`config.mk`:
```
export PLATFORM = sky130hd
export DESIGN_NAME = inst_phase_sequencer
export DESIGN_NICKNAME = d
export VERILOG_FILES = /design/src/rtl/seq_pkg.sv /design/src/rtl/inst_fifo.sv /design/src/rtl/inst_phase_sequencer.sv
export SDC_FILE = /design/constraint.sdc
export NUM_CORES = 1
export LEC_CHECK = 0
export CORE_ASPECT_RATIO = 0.75
export CORE_MARGIN = 2
export CORE_UTILIZATION = 50
export DETAILED_ROUTE_END_ITERATION = 16
export MAX_ROUTING_LAYER = met4
export PLACE_DENSITY = 0.75
export SYNTH_ARGS = -nofsm -noshare
export SYNTH_HDL_FRONTEND = slang
export SYNTH_SLANG_ARGS = --single-unit
export TNS_END_PERCENT = 50
```
`constraint.sdc`:
```
create_clock -name CLK -period 4.5 [get_ports CLK]
set_clock_uncertainty 0.05 [all_clocks]
set_input_delay 0.9 -clock CLK [delete_from_list [all_inputs] [get_ports CLK]]
set_output_delay 0.9 -clock CLK [all_outputs]
set_load 0.02 [all_outputs]
```
`src/rtl/seq_pkg.sv`:
```
`default_nettype none
// +----------------------------------------------------------------------------+
// | Package : seq_pkg                                                          |
// | Brief   : State encoding and width helper shared by the instruction       |
// |           sequencer and the decoder/ALU phase users.                       |
// | Rev     : 1.0  initial release                                             |
// +----------------------------------------------------------------------------+
package seq_pkg;

  localparam logic [1:0] ST_IDLE  = 2'd0;
  localparam logic [1:0] ST_FETCH = 2'd1;
  localparam logic [1:0] ST_PH    = 2'd2;

  typedef enum logic [1:0] {
    IDLE  = ST_IDLE,
    FETCH = ST_FETCH,
    PH    = ST_PH
  } seq_state_e;

  // Ceiling log2 usable in constant expressions; clog2(1) == 0.
  function automatic int clog2(input int value);
    int r;
    int v;
    r = 0;
    v = value - 1;
    while (v > 0) begin
      r = r + 1;
      v = v >> 1;
    end
    return r;
  endfunction

endpackage
`default_nettype wire

```
`src/rtl/inst_fifo.sv`:
```
`default_nettype none
// +----------------------------------------------------------------------------+
// | Module  : inst_fifo                                                        |
// | Brief   : Synchronous pending-instruction FIFO. A push on the same edge as  |
// |           a pop is accepted even when full.                                |
// | Rev     : 1.0  initial release                                             |
// +----------------------------------------------------------------------------+
module inst_fifo
  import seq_pkg::*;
#(
  parameter int W     = 8,
  parameter int DEPTH = 2
) (
  input  logic                   clk_i,
  input  logic                   rst_i,
  input  logic                   push_i,
  input  logic                   pop_i,
  input  logic [W-1:0]           data_i,
  output logic [W-1:0]           head_o,
  output logic                   full_o,
  output logic                   empty_o,
  output logic [clog2(DEPTH):0]  count_o
);

  localparam int AW = clog2(DEPTH);

  logic [W-1:0]  mem_q [DEPTH];
  logic [AW-1:0] rd_ptr_q;
  logic [AW-1:0] wr_ptr_q;
  logic [AW:0]   count_q;
  logic          do_push;
  logic          do_pop;

  assign full_o  = (count_q == (AW+1)'(DEPTH));
  assign empty_o = (count_q == '0);
  assign do_pop  = pop_i & ~empty_o;
  assign do_push = push_i & (~full_o | do_pop);
  assign head_o  = mem_q[rd_ptr_q];
  assign count_o = count_q;

  // Storage array: written on accepted pushes, contents irrelevant when empty.
  always_ff @(posedge clk_i) begin
    if (do_push) begin
      mem_q[wr_ptr_q] <= data_i;
    end
  end

  // Pointer and occupancy bookkeeping; pointers wrap naturally (DEPTH is 2^AW).
  always_ff @(posedge clk_i) begin
    if (rst_i) begin
      rd_ptr_q <= '0;
      wr_ptr_q <= '0;
      count_q  <= '0;
    end else begin
      if (do_push) wr_ptr_q <= wr_ptr_q + 1'b1;
      if (do_pop)  rd_ptr_q <= rd_ptr_q + 1'b1;
      case ({do_push, do_pop})
        2'b10:   count_q <= count_q + 1'b1;
        2'b01:   count_q <= count_q - 1'b1;
        default: count_q <= count_q;
      endcase
    end
  end

endmodule
`default_nettype wire

```
`src/rtl/inst_phase_sequencer.sv`:
```
`default_nettype none
// +----------------------------------------------------------------------------+
// | Module  : inst_phase_sequencer                                             |
// | Brief   : Captures an instruction on a START rising edge and walks it      |
// |           through NPHASE one-hot phase strobes of PH_CYC cycles each.      |
// |           Starts arriving while busy are queued in inst_fifo.              |
// | Options : SEQ_STEP_EN adds input STEP; sequencing advances only when high. |
// | Rev     : 1.0  initial release                                             |
// +----------------------------------------------------------------------------+
module inst_phase_sequencer
  import seq_pkg::*;
#(
  parameter int INST_W = 8,
  parameter int NPHASE = 3,
  parameter int PH_CYC = 1,
  parameter int QDEPTH = 2
) (
  input  logic                    CLK,
  input  logic                    RST,
`ifdef SEQ_STEP_EN
  input  logic                    STEP,
`endif
  input  logic                    START,
  input  logic [INST_W-1:0]       SW_INST,
  output logic [INST_W-1:0]       INST,
  output logic [NPHASE-1:0]       PHASE,
  output logic                    BUSY,
  output logic                    DONE,
  output logic                    DROP,
  output logic [clog2(QDEPTH):0]  QCOUNT
);

  localparam int PW = (clog2(NPHASE) > 0) ? clog2(NPHASE) : 1;
  localparam int CW = clog2(PH_CYC) + 1;
  localparam logic [PW-1:0] P_LAST = PW'(NPHASE - 1);
  localparam logic [CW-1:0] C_LAST = CW'(PH_CYC - 1);

  seq_state_e            state_q;
  logic [PW-1:0]         p_q;
  logic [CW-1:0]         c_q;
  logic [INST_W-1:0]     inst_q;
  logic [NPHASE-1:0]     phase_q;
  logic                  busy_q;
  logic                  done_q;
  logic                  drop_q;
  logic                  start_q;

  logic                  req;
  logic                  step;
  logic                  seq_end;
  logic                  bypass;
  logic                  drop_d;
  logic                  fifo_push;
  logic                  fifo_pop;
  logic                  fifo_full;
  logic                  fifo_empty;
  logic [INST_W-1:0]     fifo_head;
  logic [clog2(QDEPTH):0] fifo_count;

`ifdef SEQ_STEP_EN
  assign step = STEP;
`else
  assign step = 1'b1;
`endif

  function automatic logic [NPHASE-1:0] onehot(input logic [PW-1:0] idx);
    return NPHASE'(1) << idx;
  endfunction

  assign req     = START & ~start_q;
  assign seq_end = (state_q == PH) & step & (p_q == P_LAST) & (c_q == C_LAST);

  // A request landing on the final edge with nothing queued is handed straight
  // to the next sequence; otherwise it would be stranded in the FIFO while the
  // FSM returns to IDLE.
  assign bypass    = seq_end & req & fifo_empty;
  assign fifo_pop  = seq_end & ~fifo_empty;
  assign fifo_push = req & busy_q & ~bypass;
  assign drop_d    = req & busy_q & fifo_full & ~fifo_pop;

  inst_fifo #(
    .W     (INST_W),
    .DEPTH (QDEPTH)
  ) u_fifo (
    .clk_i   (CLK),
    .rst_i   (RST),
    .push_i  (fifo_push),
    .pop_i   (fifo_pop),
    .data_i  (SW_INST),
    .head_o  (fifo_head),
    .full_o  (fifo_full),
    .empty_o (fifo_empty),
    .count_o (fifo_count)
  );

  // Edge detect, sequencing FSM, phase/hold counters and registered strobes.
  always_ff @(posedge CLK) begin
    if (RST) begin
      state_q <= IDLE;
      p_q     <= '0;
      c_q     <= '0;
      inst_q  <= '0;
      phase_q <= '0;
      busy_q  <= 1'b0;
      done_q  <= 1'b0;
      drop_q  <= 1'b0;
      start_q <= 1'b1;
    end else begin
      start_q <= START;
      done_q  <= 1'b0;
      drop_q  <= drop_d;
      case (state_q)
        IDLE: begin
          if (req) begin
            inst_q  <= SW_INST;
            busy_q  <= 1'b1;
            state_q <= FETCH;
          end
        end
        FETCH: begin
          if (step) begin
            p_q     <= '0;
            c_q     <= '0;
            phase_q <= onehot('0);
            state_q <= PH;
          end
        end
        PH: begin
          if (step) begin
            if (c_q == C_LAST) begin
              if (p_q == P_LAST) begin
                phase_q <= '0;
                done_q  <= 1'b1;
                p_q     <= '0;
                c_q     <= '0;
                if (!fifo_empty) begin
                  inst_q  <= fifo_head;
                  state_q <= FETCH;
                end else if (req) begin
                  inst_q  <= SW_INST;
                  state_q <= FETCH;
                end else begin
                  busy_q  <= 1'b0;
                  state_q <= IDLE;
                end
              end else begin
                p_q     <= p_q + 1'b1;
                c_q     <= '0;
                phase_q <= onehot(p_q + 1'b1);
              end
            end else begin
              c_q <= c_q + 1'b1;
            end
          end
        end
        default: state_q <= IDLE;
      endcase
    end
  end

  // An IDLE request must never find queued work behind it.
  always_ff @(posedge CLK) begin
    if (!RST && (state_q == IDLE) && req) begin
      assert (fifo_empty);
    end
  end

  assign INST   = inst_q;
  assign PHASE  = phase_q;
  assign BUSY   = busy_q;
  assign DONE   = done_q;
  assign DROP   = drop_q;
  assign QCOUNT = fifo_count;

endmodule
`default_nettype wire
```
**Word level (Yosys, flattened, before mapping)**

Memories as Yosys holds them, arrays and structs flattened. A register that Yosys moved wholly into a read port is not among the register bits.
Index checks and enable logic that the tools add are counted.
W data, S select, Z words.

- Memories: 1
- Output and inout port bits: 16
- Bits in writable memories: 16
- Input port bits: 11
- Register bits: 24
- Logic and storage cells: 92

- Shift operators: 1
- Bitwise logic cells: 20
- Add/sub/neg operators: 6
- Muxes and demuxes: 31
- Reductions and logical operators: 10
- Equality and inequality tests: 11

Memory list:

| name | words | bits a word | read ports | clocked after Yosys merged registers in | write ports | RTL line | text |
|---|---|---|---|---|---|---|---|
| u_fifo.mem_q | 2 | 8 | 1 | 1 | 1 | inst_fifo.sv:27 | `logic [W-1:0] mem_q [DEPTH];` |

Operator list:

| operator | count |
|---|---|
| $mux W8 | 4 |
| $pmux W8 S2 | 1 |
| $mux W1 | 13 |
| $and A1 B1 Y1 | 12 |
| $mux W2 | 5 |
| $eq A2 B2 Y1 const B | 4 |
| $ne A2 B2 Y1 const B | 4 |
| $pmux W2 S2 | 2 |
| $not A1 Y1 | 7 |
| $mux W3 | 2 |
| $pmux W2 S3 | 1 |
| $pmux W3 S2 | 1 |
| $reduce_and A3 Y1 | 2 |
| $reduce_and A6 Y1 | 1 |
| $reduce_bool A2 Y1 | 3 |
| $add A2 B1 Y2 const B | 2 |
| $eq A2 B1 Y1 const B | 2 |
| $logic_not A2 Y1 | 2 |
| $pmux W1 S2 | 2 |
| $add A1 B1 Y1 const B | 3 |
| $reduce_or A3 Y1 | 1 |
| $shl A1 B2 Y3 const A | 1 |
| $ne A2 B1 Y1 const B | 1 |
| $reduce_and A2 Y1 | 1 |
| 2 further kinds | 2 |

**Logic depth before layout (Yosys ltp)**

Gate-level depths: netlist (run 1).

- Depth in word-level cells: 10
- Depth in mapped cells: 10
- Mapped depth without buffers: 9

**Hierarchy**

A second synthesis (run 1) with hierarchy kept.

- Cells, all modules: 160
- Area total of the unflattened synthesis: 1,752.9 um2

Modules (own cells, without submodules):

| module | cells an instance | sequential area each (um2) | instances | area an instance (um2) |
|---|---|---|---|---|
| inst_phase_sequencer | 108 | 340.3 | 1 | 924.6 |
| inst_fifo | 52 | 580.6 | 1 | 828.3 |

**Least setup slack after synthesis (run 1)**

OpenSTA, ideal clock, no wires.

- Path kind: input port to flip-flop
- Start: input port START
- End: register u_fifo.count_q[1] (netlist: u_fifo.count_o[1])
- Slack: 2,416 ps
- Buffers on the path: 0
- Arrival time: 1,964 ps
- Stages: 5
- Library setup time: 71 ps
- Cell sequence: nand3b_1 > o21bai_1 > ha_1 > or3_1 > a21oi_1

- Cells in the longest elaborated chain, start to end: 8
- Elaborated cells on any way between the ends: 11
- Those cells by class: eq/ne: 2; mux: 1; bitwise: 7; reduce/logical: 1

RTL lines:

| item | RTL line | text |
|---|---|---|
| from (decl) | inst_phase_sequencer.sv:23 | `input logic START,` |
| $and A1 B1 Y1 (*) | inst_phase_sequencer.sv:70 | `assign req = START & ~start_q;` |
| $and A1 B1 Y1 (2 in series) | inst_phase_sequencer.sv:76 | `assign bypass = seq_end & req & fifo_empty;` |
| $not A1 Y1 | inst_phase_sequencer.sv:78 | `assign fifo_push = req & busy_q & ~bypass;` |
| $and A1 B1 Y1 (*) | inst_phase_sequencer.sv:78 |  |
| $and A1 B1 Y1 (*) | inst_fifo.sv:37 | `assign do_push = push_i & (~full_o \| do_pop);` |
| $eq A2 B1 Y1 or $eq A2 B2 Y1 (tied branches) | inst_fifo.sv:57 | `case ({do_push, do_pop})` |
| $pmux W2 S2 or $reduce_bool A2 Y1 (tied branches) | - |  |
| to (signal assigned) | inst_fifo.sv:58 | `2'b10: count_q <= count_q + 1'b1;` |
| to (signal assigned) | inst_fifo.sv:59 | `2'b01: count_q <= count_q - 1'b1;` |
| to (signal assigned) | inst_fifo.sv:60 | `default: count_q <= count_q;` |
| to (decl) | inst_fifo.sv:30 | `logic [AW:0] count_q;` |

Every way passes the cells marked *; elsewhere a longest branch is shown, timed or not.
A chain may end at the register's enable or synchronous reset.

==> run_results.csv, run 1 <==
group,metric,value,unit
floorplan,rows,18,
final_layout,n_antenna_cell,0,
logic_synthesis,yosys_warnings,0,
critical_path,cpMaxStageDelayCell,"clkdlybuf4s50_1",
placed_design,routabilityCongestion,0.8394,
route,viasPerCell,5.658,
logic_synthesis,synth-xor-area-share,2.047,%
clock_tree,clockBufferDepth,2,
clock_tree,tritoncts,"yes",
logic_synthesis,ys_ff_latch,38,
logic_synthesis,synth.mux.area_fraction,5.848,%
logic_synthesis,synth_compound_area_share,13.30,%
run,maxCapViolations,0,
timing,worst_slew_pin_slew,781.8,ps
clock_tree,clk_latency,290,ps
logic_synthesis,synth_nets,170,
pwr,swShare,24.61,%
timing,period_needed,2659,ps
floorplan,ios,27,
clock_tree,cts-root-buf,"clkbuf_8",
global_route,grt_pass1_wl,5244,um
pwr,p_switching,0.2244,mW
logic_synthesis,yosys.cell_count.top_type,"dfxtp_1",
final_layout,stdcell_count,219,
timing,drv_slew,0,
placed_design,pre_cts_ws,1510,ps
critical_path,cp-end-kind,"flip-flop",
timing,fmax,376.0,MHz
logic_synthesis,synthFlopType,"dfxtp_1",
timing,hold_violations,0,
route,first_pass_iters,4,
route,ant_nets,0,
outcome,outcome,"completed",
critical_path,crit_chain,"clkdlybuf4s50_1 -> inv_1 -> and3_1 -> nor4_1 -> o311ai_0",
hold_path,min_to,"INST[3]",
logic_synthesis,synth_edf_count,16,
pwr,ir_drop,0.3310,mV
logic_synthesis,synth_commonest_cells,"22 x dfxtp_1, 19 x nor2_1, 16 x edfxtp_1",
hold_path,whs_path_depth,2,
pwr,finalPower,0.9117,mW
final_layout,layout-drive-gt1-share,7.263,%
pwr,p_leak,0.7422,nW
route,wl_per_cell,15.03,um
critical_path,slowest_delay,940,ps
logic_synthesis,synth_area,1712,sq um
critical_path,r2r_cells,8,
logic_synthesis,synth_top_family_by_area,"simple AND/OR/NAND/NOR gates",
clock_tree,post_cts_buffers,0,
pwr,intPower,0.6874,mW
final_layout,multi_input_area,710.7,sq um
critical_path,rr_startpoint,"state_q[0]",
critical_path,critPathBufInv,2,
global_route,grt_pass1_vias,1107,
timing,finalSetupTns,0,ps
final_layout,nNetsFinal,194,
global_route,grtUsageTotal,18.95,%
critical_path,r2r-end,"u_fifo.count_o[1]",
final_layout,syn2layout_area_growth,22.66,%
logic_synthesis,yosysSeqAreaShare,53.80,%
clock_tree,cts_resized,0,
logic_synthesis,avgSynthCellArea,11.11,sq um
floorplan,initial_core_util,52.05,%
timing,worst_slack,1841,ps
timing,rsz0062_at_grt,"no",
clock_tree,cts_made_buffers,5,
placed_design,postPlaceCellArea,1957,sq um
floorplan,floorplan.core_area,3288,sq um
critical_path,cpLargestDelayFamily,"buffers and inverters",
pwr,combPwrFrac,17.8,%
timing,period_share,59.10,%
logic_synthesis,synthAdderAreaFrac,3.655,%
placed_design,dp_cells,211,
logic_synthesis,yosys.area.top_type,"edfxtp_1",
clock_tree,cts_max_level,2,
clock_tree,hold_buffers,0,
critical_path,reg2reg_slack,2150,ps
logic_synthesis,async_reset_ff_share,0,%
floorplan,die_y,54.67,um
final_layout,area.sequential,920.9,sq um
placed_design,io_buffer_count,26,
route,drt-initial-drc-count,132,
logic_synthesis,yosys.area_share.simple,16.67,%
timing,setup_viol,0,
floorplan,die_w,71.56,um
timing,max-slew-margin-rel,47.69,%
hold_path,hold_start,"INST[3]",
critical_path,start_kind,"input pin",
logic_synthesis,synth.top_cell.area_share,28.07,%
final_layout,final_area,2100,sq um
route,routed_wl,3291,um
route,vias,1239,
pwr,power_density,434.3,nW/um^2
route,drc_errors,0,
clock_tree,cts_sinks,38,
global_route,grt_max_degree,21,
logic_synthesis,synth_cells,154,
final_layout,fill_cells,247,
critical_path,crit_fanout,20,
pwr,p_clk_share,39.1,%
global_route,gr-total-overflow,0,
critical_path,cp_data_arrival_time,2760,ps
placed_design,dp_hpwl,2352,um
clock_tree,clkTransAtPathRegs,80,ps
logic_synthesis,yosysUniqueCellTypes,42,
critical_path,critPathRequiredTime,4600,ps
floorplan,die-area,3912,sq um
hold_path,min_path_type,"reg2reg",
logic_synthesis,synth.area.top_cells,"edfxtp_1 28%, dfxtp_1 26%, mux2i_1 5.8%",
global_route,antenna_found_initial,0,
pwr,power.sequential.fraction,43.2,%
critical_path,path_class,"in2reg",
==> power groups by stage <==
stage / clock network [mW] / registers, mW / logic (mW)
3_3_place_gp: 0 / 0.401 / 0.158
4_1_cts: 0.361 / 0.394 / 0.163
6_report: 0.356 / 0.393 / 0.162
3_5_place_dp: 0 / 0.401 / 0.163
5_1_grt: 0.374 / 0.395 / 0.181
2_1_floorplan: 0 / 0.416 / 0.0902
==> worst min-delay path: cells and delay by family, from the launching register on <==
| family | cells | cell delay (ps) |
|---|---|---|
| DFF | 1 | 310 |
| and+or+nand+nor | 1 | 90 |
| AOI/OAI and AO/OA | 1 | 50 |
==> kinds of logic (layout without fill, tap and decap cells) <==
family,after synthesis,count (layout)
flops,38,38
buf+inv,13,38
xor+xnor,4,4
simple gates,53,53
fa+ha+maj,5,5
compound gates,31,31
mux,10,10
==> cell type report <==
cell class                 count  share of cell area (%)
multi-input combinational    103                   33.85
clock buffer                   6                   3.933
inverter                       4                  0.7151
clock inverter                 2                   2.861
timing repair buffer          26                   12.40
tap                           40                   2.384
sequential                    38                   43.86
==> registers in the layout (all words and copies together), names as in the netlist, named ones only <==
signal and count:
u_fifo.mem_q 16, INST 8, p_q 2, state_q 2
u_fifo.count_o 2, BUSY 1, DONE 1, DROP 1
PHASE 1, start_q 1, u_fifo.rd_ptr_q 1, u_fifo.wr_ptr_q 1
==> how the worst max path moves through the flow <==
stage,start,to,slack (ps),cells after the start
global route,RST,u_fifo.wr_ptr_q,1680,5
floorplan,START,u_fifo.count_o[1],2420,5
CTS,RST,u_fifo.wr_ptr_q,1820,5
global placement,RST,u_fifo.wr_ptr_q,1660,5
finish,RST,u_fifo.wr_ptr_q,1840,5
detailed placement,RST,u_fifo.wr_ptr_q,1510,5
==> layout by cell type (no fill, tap or decap), types with 2 or more instances in the layout <==
master	instances
xor2_1	2
o21ai_0	3
clkbuf_8	6
bufinv_16	2
dfxtp_1	22
nor2_1	19
edfxtp_1	16
ha_1	5
a21oi_1	7
nand2b_1	2
nor4b_1	2
xnor2_1	2
inv_1	4
a211oi_1	4
nand2_1	12
o31ai_1	8
clkdlybuf4s50_1	26
o21ai_1	2
mux2i_1	10
nand3_1	3
nor3_1	2
==> per-layer routing <==
layer	global-route usage (%)	part of all wire (%)	routed length [um]
met3	6.077	7.2	237
met5	-	0	0
met1	23.54	43	1428
met4	8.176	1.3	44
met2	28.86	48	1581
==> stage by stage <==
step                      hold WS [ps]  utilization (%)
after floorplan                  428.8                -
after global placement           444.2            59.51
after detailed placement         449.6            59.51
after CTS                        458.0            63.85
after global routing             483.5            63.85
final                            452.7            63.85
No activity file was read; power rests on OpenSTA's default activity.
==> inputs of run 2 (changes only) <==
--- a/config.mk
+++ b/config.mk
@@ -7,10 +7,10 @@
 export LEC_CHECK = 0
 export CORE_ASPECT_RATIO = 0.75
 export CORE_MARGIN = 2
-export CORE_UTILIZATION = 50
+export CORE_UTILIZATION = 47
 export DETAILED_ROUTE_END_ITERATION = 16
 export MAX_ROUTING_LAYER = met4
-export PLACE_DENSITY = 0.75
+export PLACE_DENSITY = 0.74
 export SYNTH_ARGS = -nofsm -noshare
 export SYNTH_HDL_FRONTEND = slang
 export SYNTH_SLANG_ARGS = --single-unit
==> constraint.sdc (replaced) <==
create_clock -name CLK -period 2.35 [get_ports CLK]
set_clock_uncertainty 0.05 [all_clocks]
set_input_delay 0.47 -clock CLK [delete_from_list [all_inputs] [get_ports CLK]]
set_output_delay 0.47 -clock CLK [all_outputs]
set_load 0.02 [all_outputs]
==> run_results.csv, run 2 (synthesis gave the netlist of run 1 again) <==
group,metric,value,unit
floorplan,ios,27,
critical_path,cp-end-kind,"flip-flop",
route,ant_nets,0,
floorplan,die_w,73.69,um
global_route,grt_max_degree,18,
route,drt-initial-drc-count,71,
pwr,swShare,28.45,%
pwr,p_switching,0.4394,mW
clock_tree,cts_sinks,38,
global_route,antenna_found_initial,0,
timing,hold_violations,0,
critical_path,crit_fanout,10,
global_route,grtUsageTotal,18.31,%
floorplan,die_y,56.26,um
critical_path,critPathRequiredTime,2520,ps
pwr,power_density,739.2,nW/um^2
clock_tree,cts_resized,0,
route,first_pass_iters,4,
clock_tree,cts_max_level,2,
final_layout,n_antenna_cell,0,
critical_path,crit_chain,"inv_1 -> ha_1 -> nand3b_4 -> xor2_1 -> o21bai_1 -> ha_1 -> or3_1 -> a21oi_1",
timing,max-slew-margin-rel,64.80,%
global_route,grt_pass1_wl,5499,um
critical_path,cp_data_arrival_time,2380,ps
pwr,combPwrFrac,20.9,%
final_layout,largest_register,"u_fifo.mem_q",
route,vias,1240,
pwr,intPower,1.105,mW
floorplan,die-area,4146,sq um
floorplan,floorplan.core_area,3378,sq um
floorplan,initial_core_util,50.67,%
timing,rsz0062_at_grt,"no",
floorplan,rows,18,
timing,timing.hold.ws,452.1,ps
run,maxCapViolations,0,
final_layout,syn2layout_area_growth,22.08,%
route,wl_per_cell,15.63,um
critical_path,slowest_delay,360,ps
placed_design,routabilityCongestion,0.7988,
global_route,gr-total-overflow,0,
clock_tree,tritoncts,"yes",
timing,fmax,453.1,MHz
route,drc_errors,0,
critical_path,crit_path_frequent_cell,"ha_1",
clock_tree,clockBufferDepth,2,
final_layout,final_common_cell,"clkdlybuf4s50_1",
final_layout,layout-drive-gt1-share,9.783,%
clock_tree,cts_made_buffers,5,
timing,period_share,93.91,%
clock_tree,cts-root-buf,"clkbuf_8",
clock_tree,clk_latency,290,ps
pwr,ir_drop,0.4834,mV
outcome,outcome,"completed",
hold_path,min_path_type,"reg2reg",
global_route,grt_pass1_vias,1215,
pwr,power.sequential.fraction,48.7,%
final_layout,final_cell_mix,"26 x clkdlybuf4s50_1, 22 x dfxtp_1, 19 x nor2_1",
timing,worst_slew_pin_slew,528.1,ps
final_layout,largest_reg_flops,16,
clock_tree,hold_buffers,0,
critical_path,start_kind,"flip-flop",
clock_tree,clkTransAtPathRegs,80,ps
route,viasPerCell,5.536,
pwr,p_leak,0.7439,nW
critical_path,path_class,"reg2reg",
route,routed_wl,3501,um
critical_path,cpMaxStageDelayCell,"or3_1",
pwr,p_clk_share,30.4,%
placed_design,io_buffer_count,26,
timing,finalSetupTns,0,ps
timing,drv_slew,0,
placed_design,dp_hpwl,2399,um
final_layout,nNetsFinal,199,
timing,setup_viol,0,
timing,period_needed,2207,ps
clock_tree,post_cts_buffers,0,
-- run 2: cell types whose count changed in the layout (fill, tap and decap cells not counted), sizes merged --
cell | before | now
buf | 0 | 5
bufinv | 2 | 0
clkinv | 0 | 1
clkinvlp | 0 | 1
-- run 2: layout make-up --
| type | count | area (sq um) |
|---|---|---|
| clock buffer | 6 | 82.58 |
| clock inverter | 2 | 12.51 |
| fill | 296 | 1289 |
| inverter | 4 | 15.01 |
| multi-input combinational | 103 | 710.7 |
| sequential | 38 | 920.9 |
| tap | 40 | 50.05 |
| timing repair buffer | 31 | 297.8 |
-- run 2: worst max-delay path: cells and delay by family, from the launching register on --
family | cells | cell delay [ps]
fa+ha+maj | 2 | 550
simple gates | 2 | 520
xor+xnor | 1 | 170
buf+inv | 1 | 90
flops | 1 | 340
compound gates | 2 | 410
-- run 2: final timing paths --
check,slack [ps],endpoint,depth (start not counted),startpoint
worst max-delay path,140,u_fifo.count_o[1],8,state_q[0]
worst min-delay path,450,INST[4],2,INST[4]
worst max register to register,140,u_fifo.count_o[1],8,state_q[0]
worst min register to register,450,INST[4],2,INST[4]
-- run 2: power by group through the flow --
| stage | registers (mW) | clock network (mW) | logic [mW] |
|---|---|---|---|
| floorplan | 0.797 | 0 | 0.173 |
| global placement | 0.764 | 0 | 0.311 |
| detailed placement | 0.768 | 0 | 0.322 |
| CTS | 0.753 | 0.476 | 0.324 |
| global route | 0.758 | 0.507 | 0.350 |
| finish | 0.752 | 0.470 | 0.322 |
-- run 2: metrics by stage --
stage,utilization (%),std cells,setup WS (ps),cell area [sq um],power [mW]
5_1_grt,61.85,224,29.49,2090,1.615
4_1_cts,61.85,224,146.2,2090,1.553
3_3_place_gp,59.04,216,117.5,1994,1.075
2_1_floorplan,-,154,342.7,1712,0.9699
6_report,61.85,224,143.1,2090,1.544
3_5_place_dp,59.04,216,29.25,1994,1.090
-- run 2: per-layer routing --
metal	share of wire [%]	wire length, um	GRT usage (%)	vias to the layer above
met5	0	0	-	-
met4	1.8	62	8.571	0
met3	5.4	188	4.309	7
met2	50	1747	28.44	29
met1	43	1503	22.47	591
li1	-	-	-	613
==> inputs of run 3 (changes only) <==
--- a/config.mk
+++ b/config.mk
@@ -5,7 +5,8 @@
 export SDC_FILE = /design/constraint.sdc
 export NUM_CORES = 1
 export LEC_CHECK = 0
-export CORE_ASPECT_RATIO = 0.75
+export ABC_AREA = 0
+export CORE_ASPECT_RATIO = 0.9
 export CORE_MARGIN = 2
 export CORE_UTILIZATION = 47
 export DETAILED_ROUTE_END_ITERATION = 16
==> run_results.csv, run 3 (synthesis gave the netlist of run 1 again) <==
group,metric,value,unit
timing,setup_viol,0,
clock_tree,clk_latency,290,ps
global_route,gr-total-overflow,0,
floorplan,die_w,67.61,um
clock_tree,cts_max_level,2,
route,wl_per_cell,14.38,um
route,routed_wl,3308,um
final_layout,layout-drive-gt1-share,10.75,%
hold_path,whs_path_depth,2,
placed_design,dp_hpwl,2331,um
floorplan,die-area,4141,sq um
critical_path,cp-end-kind,"output pin",
critical_path,crit_fanout,11,
floorplan,rows,20,
route,drt-initial-drc-count,46,
critical_path,cp_data_arrival_time,1550,ps
timing,period_needed,2065,ps
final_layout,final_cell_mix,"26 x clkdlybuf4s50_1, 22 x dfxtp_1, 19 x nor2_1",
clock_tree,clockBufferDepth,2,
pwr,ir_drop,0.3908,mV
critical_path,cp.depth,1,
floorplan,ios,27,
critical_path,critPathBufInv,1,
timing,max-slew-margin-rel,66.04,%
global_route,antenna_found_initial,0,
clock_tree,hold_buffers,0,
pwr,p_leak,0.7528,nW
critical_path,slowest_delay,690,ps
final_layout,largest_reg_flops,16,
pwr,power_density,727.9,nW/um^2
final_layout,area.sequential,920.9,sq um
global_route,grt_pass1_vias,1207,
clock_tree,tritoncts,"yes",
clock_tree,cts_resized,0,
clock_tree,post_cts_buffers,0,
timing,finalSetupTns,0,ps
clock_tree,cts_made_buffers,5,
clock_tree,cts_sinks,38,
timing,rsz0062_at_grt,"no",
timing,worst_slew_pin_slew,508.7,ps
critical_path,cpLargestDelayFamily,"buffers and inverters",
critical_path,start_kind,"flip-flop",
timing,fmax,484.2,MHz
floorplan,die_y,61.25,um
final_layout,multi_input_area,710.7,sq um
timing,hold_violations,0,
final_layout,n_antenna_cell,0,
clock_tree,cts-root-buf,"clkbuf_8",
critical_path,r2r_cells,8,
global_route,grt_max_degree,18,
clock_tree,clkTransAtPathRegs,70,ps
floorplan,floorplan.core_area,3428,sq um
timing,drv_slew,0,
run,maxCapViolations,0,
timing,period_share,87.88,%
critical_path,path_class,"reg2out",
hold_path,min_path_type,"reg2reg",
critical_path,cpMaxStageDelayCell,"clkdlybuf4s50_1",
final_layout,syn2layout_area_growth,23.25,%
critical_path,crit_chain,"clkdlybuf4s50_1",
final_layout,final_common_cell,"clkdlybuf4s50_1",
placed_design,routabilityCongestion,0.8822,
critical_path,critPathRequiredTime,1830,ps
final_layout,largest_register,"u_fifo.mem_q",
outcome,outcome,"completed",
final_layout,fill_cells,267,
route,viasPerCell,5.487,
route,vias,1262,
route,drc_errors,0,
floorplan,initial_core_util,49.93,%
placed_design,io_buffer_count,26,
route,ant_nets,0,
route,first_pass_iters,4,
global_route,grtUsageTotal,19.10,%
final_layout,post-route-util,61.53,%
global_route,grt_pass1_wl,5444,um
final_layout,nNetsFinal,201,
## run 3: power by group
part | internal (mW) | switching, mW | total (mW) | leakage (nW)
Combinational | 0.144 | 0.173 | 0.318 | 0.383
Clock | 0.236 | 0.230 | 0.465 | 0.0472
Sequential | 0.726 | 0.0266 | 0.752 | 0.323
Total | 1.11 | 0.430 | 1.54 | 0.753
## run 3: path summary, 6_finish.rpt
kind,slack [ps],end,from
max,280,QCOUNT[1],u_fifo.count_o[1]
min reg2reg,450,INST[5],INST[5]
min,450,INST[5],INST[5]
max reg2reg,310,u_fifo.count_o[1],state_q[0]
## run 3: stage by stage
| step | total power [mW] | hold slack, ps | area (sq um) | instances | setup WS [ps] |
|---|---|---|---|---|---|
| 4_1_cts | 1.552 | 454.4 | 2110 | 230 | 284.9 |
| 3_5_place_dp | 1.087 | 444.1 | 2014 | 222 | 12.14 |
| 3_3_place_gp | 1.078 | 436.9 | 2014 | 222 | 124.6 |
| 5_1_grt | 1.611 | 484.5 | 2110 | 230 | 115.0 |
| 2_1_floorplan | 0.9699 | 428.8 | 1712 | 154 | 342.7 |
| 6_report | 1.535 | 450.3 | 2110 | 230 | 284.9 |
## run 3: area by class of cell
class	instances	area share (%)
clock inverters	2	0.5931
repair buffers	33	14.83
multi-input cells	103	33.69
clock buffers	6	3.915
inverters	4	0.7117
well taps	44	2.610
flip-flops and latches	38	43.65
## run 3: metal layers
metal	wire length (um)	part of all wire, %	GRT usage (%)	up-vias
met5	0	0	-	-
met4	53	1.6	8.746	0
met3	200	6.0	6.216	6
met2	1502	45	29.97	37
met1	1551	47	22.42	600
li1	-	-	-	619
==> RTL change: new RTL, settings of run 3 <==
The parameter `NPHASE` goes from 3 to 2.
--- a/src/rtl/inst_phase_sequencer.sv
+++ b/src/rtl/inst_phase_sequencer.sv
@@ -12,5 +12,5 @@
 #(
   parameter int INST_W = 8,
-  parameter int NPHASE = 3,
+  parameter int NPHASE = 2,
   parameter int PH_CYC = 1,
   parameter int QDEPTH = 2
Ports: changed (resized PHASE); port bits go from 27 to 26. The function was not compared with the original's and may differ.
==> RTL change against run 3 <==
Routed wire length shrank 11%; final area shrank 7.7%; synthesized area shrank 8.0%; worst hold slack lost 0.016 ns; sequential cell count shrank 1; sequential share of layout area grew 2.6 points; synthesized cell count shrank 14%; register-to-register slack lost 0.03 ns; setup slack lost 0.0022 ns; power shrank 8.6%.
==> RTL change: results <==
global_route:
  number_of_global_route_vias_before_repair: 1075
  antenna_found_initial: 0
  grt_first_pass_wirelength_mm: 4.947
  use_met3: 0.05545
  grt_start_max_net_pins: 18
  gr-usage-met1: 0.2277
  globalRouteMet2Util: 0.2813
  groute.usage.overall: 0.1826
critical_path:
  critical_path_at_ns: 1.96
  critical_path.max_fanout: 8
detailed_routing:
  met2_wirelength_mm: 1.371
  routed-wl-met3_um: 154
  drt_pre_antenna_iters: 4
  avgViaCountPerCell: 5.289
  dr.max_layer_used: "met4"
  route.detailed.wl_per_inst_um: 14.45
  first_iter_violations: 57
  wire_length_on_met1_mm: 1.399
yosys:
  yosysWarningCount: 0
  commonest_register_cell_after_synthesis: "sky130_fd_sc_hd__dfxtp_1"
  synth_seq_area_share: 0.5723
  post_synth_num_cell_types: 36
  syn_nets: 147
  synth_async_sr_flop_share: 0
  most_numerous_cell_types_in_the_synthesized_netlist: "sky130_fd_sc_hd__dfxtp_1 (21), sky130_fd_sc_hd__edfxtp_1 (16), sky130_fd_sc_hd__mux2i_1 (11), sky130_fd_sc_hd__o21ai_0 (10), sky130_fd_sc_hd__nand3_1 (9)"
  post_synth_main_area_contributors: "sky130_fd_sc_hd__edfxtp_1 (31%), sky130_fd_sc_hd__dfxtp_1 (27%), sky130_fd_sc_hd__mux2i_1 (7.0%)"
clock_network:
  cts_root_buf: "sky130_fd_sc_hd__clkbuf_8"
  tritoncts.num_buffers: 5
  cts_repair_resize_count: 0
  h-tree-depth: 2
  clock_tree.buffer_depth: 2
sta:
  max-slew-margin-rel: 0.7004
  worst_slack_ns: 0.2827
  fin_worst_hold_slack_ns: 0.4345
cells_and_area:
  largest_register_by_flop_count: "u_fifo.mem_q"
  fillers: 269
  drive_gt1_frac: 0.1296
  finalNetCount: 176
placement:
  portBuffers: 25
  gpl.final_weighted_congestion: 0.7463
  pre_cts_slack_ns: 0.2170
  hpwlAfterDp_mm: 2.109
pwr:
  vdd_ir_drop_max_mv: 0.6262
  power.leakage_nw: 0.6615
  power_switching_w: 0.0003813
status:
  outcome: "finished, final reports clean"
min_path:
  worstHoldPathType: "register to register"
-- RTL change: cell count changes after synthesis, moves of 4 or more --
cell / change
sky130_fd_sc_hd__a211oi_1: -4
sky130_fd_sc_hd__a22o_1: +7
sky130_fd_sc_hd__nand2_1: -9
sky130_fd_sc_hd__nand3_1: +6
sky130_fd_sc_hd__nor2_1: -12
sky130_fd_sc_hd__o21ai_0: +7
sky130_fd_sc_hd__o31ai_1: -8
-- RTL change: cells by family (layout without fill, tap and decap cells) --
kind of cell	Yosys count	in the layout	share of synthesized area
adders and majority gates	4	4	0.03180
and+or+nand+nor	36	36	0.1312
muxes	13	13	0.08426
buffers and inverters	11	41	0.03814
DFF	37	37	0.5723
xor gates and xnor gates	1	1	0.005565
AOI/OAI and AO/OA	30	30	0.1367
-- RTL change: final timing paths --
| kind | startpoint | to | cells after the start |
|---|---|---|---|
| max | state_q[0] | u_fifo.mem_q[1][3] | 5 |
| min | INST[0] | INST[0] | 1 |
| max reg2reg | state_q[0] | u_fifo.mem_q[1][3] | 5 |
| min reg2reg | INST[0] | INST[0] | 1 |
-- RTL change: power groups by stage --
| stage | Combinational (W) | Clock [W] | Sequential [W] |
|---|---|---|---|
| 2_1_floorplan | 0.000131 | 0 | 0.000760 |
| 4_1_cts | 0.000255 | 0.000437 | 0.000727 |
| 3_5_place_dp | 0.000253 | 0 | 0.000741 |
| 5_1_grt | 0.000279 | 0.000461 | 0.000731 |
| 3_3_place_gp | 0.000246 | 0 | 0.000738 |
| 6_report | 0.000255 | 0.000422 | 0.000727 |
-- RTL change: metrics by stage --
stage	std cells	total power [W]	util	cell area [um2]
2_1_floorplan	132	0.0008909	-	1574
3_3_place_gp	196	0.0009837	0.5978	1862
3_5_place_dp	196	0.0009942	0.5978	1862
4_1_cts	204	0.001419	0.6256	1948
5_1_grt	204	0.001471	0.6256	1948
6_report	204	0.001404	0.6256	1948
-- RTL change: layout make-up --
| cell class | instances | area (um2) | area share |
|---|---|---|---|
| clock buffer | 5 | 68.82 | 0.03532 |
| clock inverter | 3 | 17.52 | 0.008992 |
| inverter | 4 | 15.01 | 0.007707 |
| multi-input combinational | 84 | 613.1 | 0.3147 |
| sequential | 37 | 900.9 | 0.4624 |
| tap | 42 | 52.55 | 0.02697 |
| timing repair buffer | 29 | 280.3 | 0.1439 |
-- RTL change: critical path, stage by stage, from the launching register on --
cell	delay [ns]
sky130_fd_sc_hd__dfxtp_1	0.34
sky130_fd_sc_hd__inv_1	0.09
sky130_fd_sc_hd__ha_1	0.38
sky130_fd_sc_hd__nand2_2	0.20
sky130_fd_sc_hd__a211oi_2	0.28
sky130_fd_sc_hd__and2_1	0.39
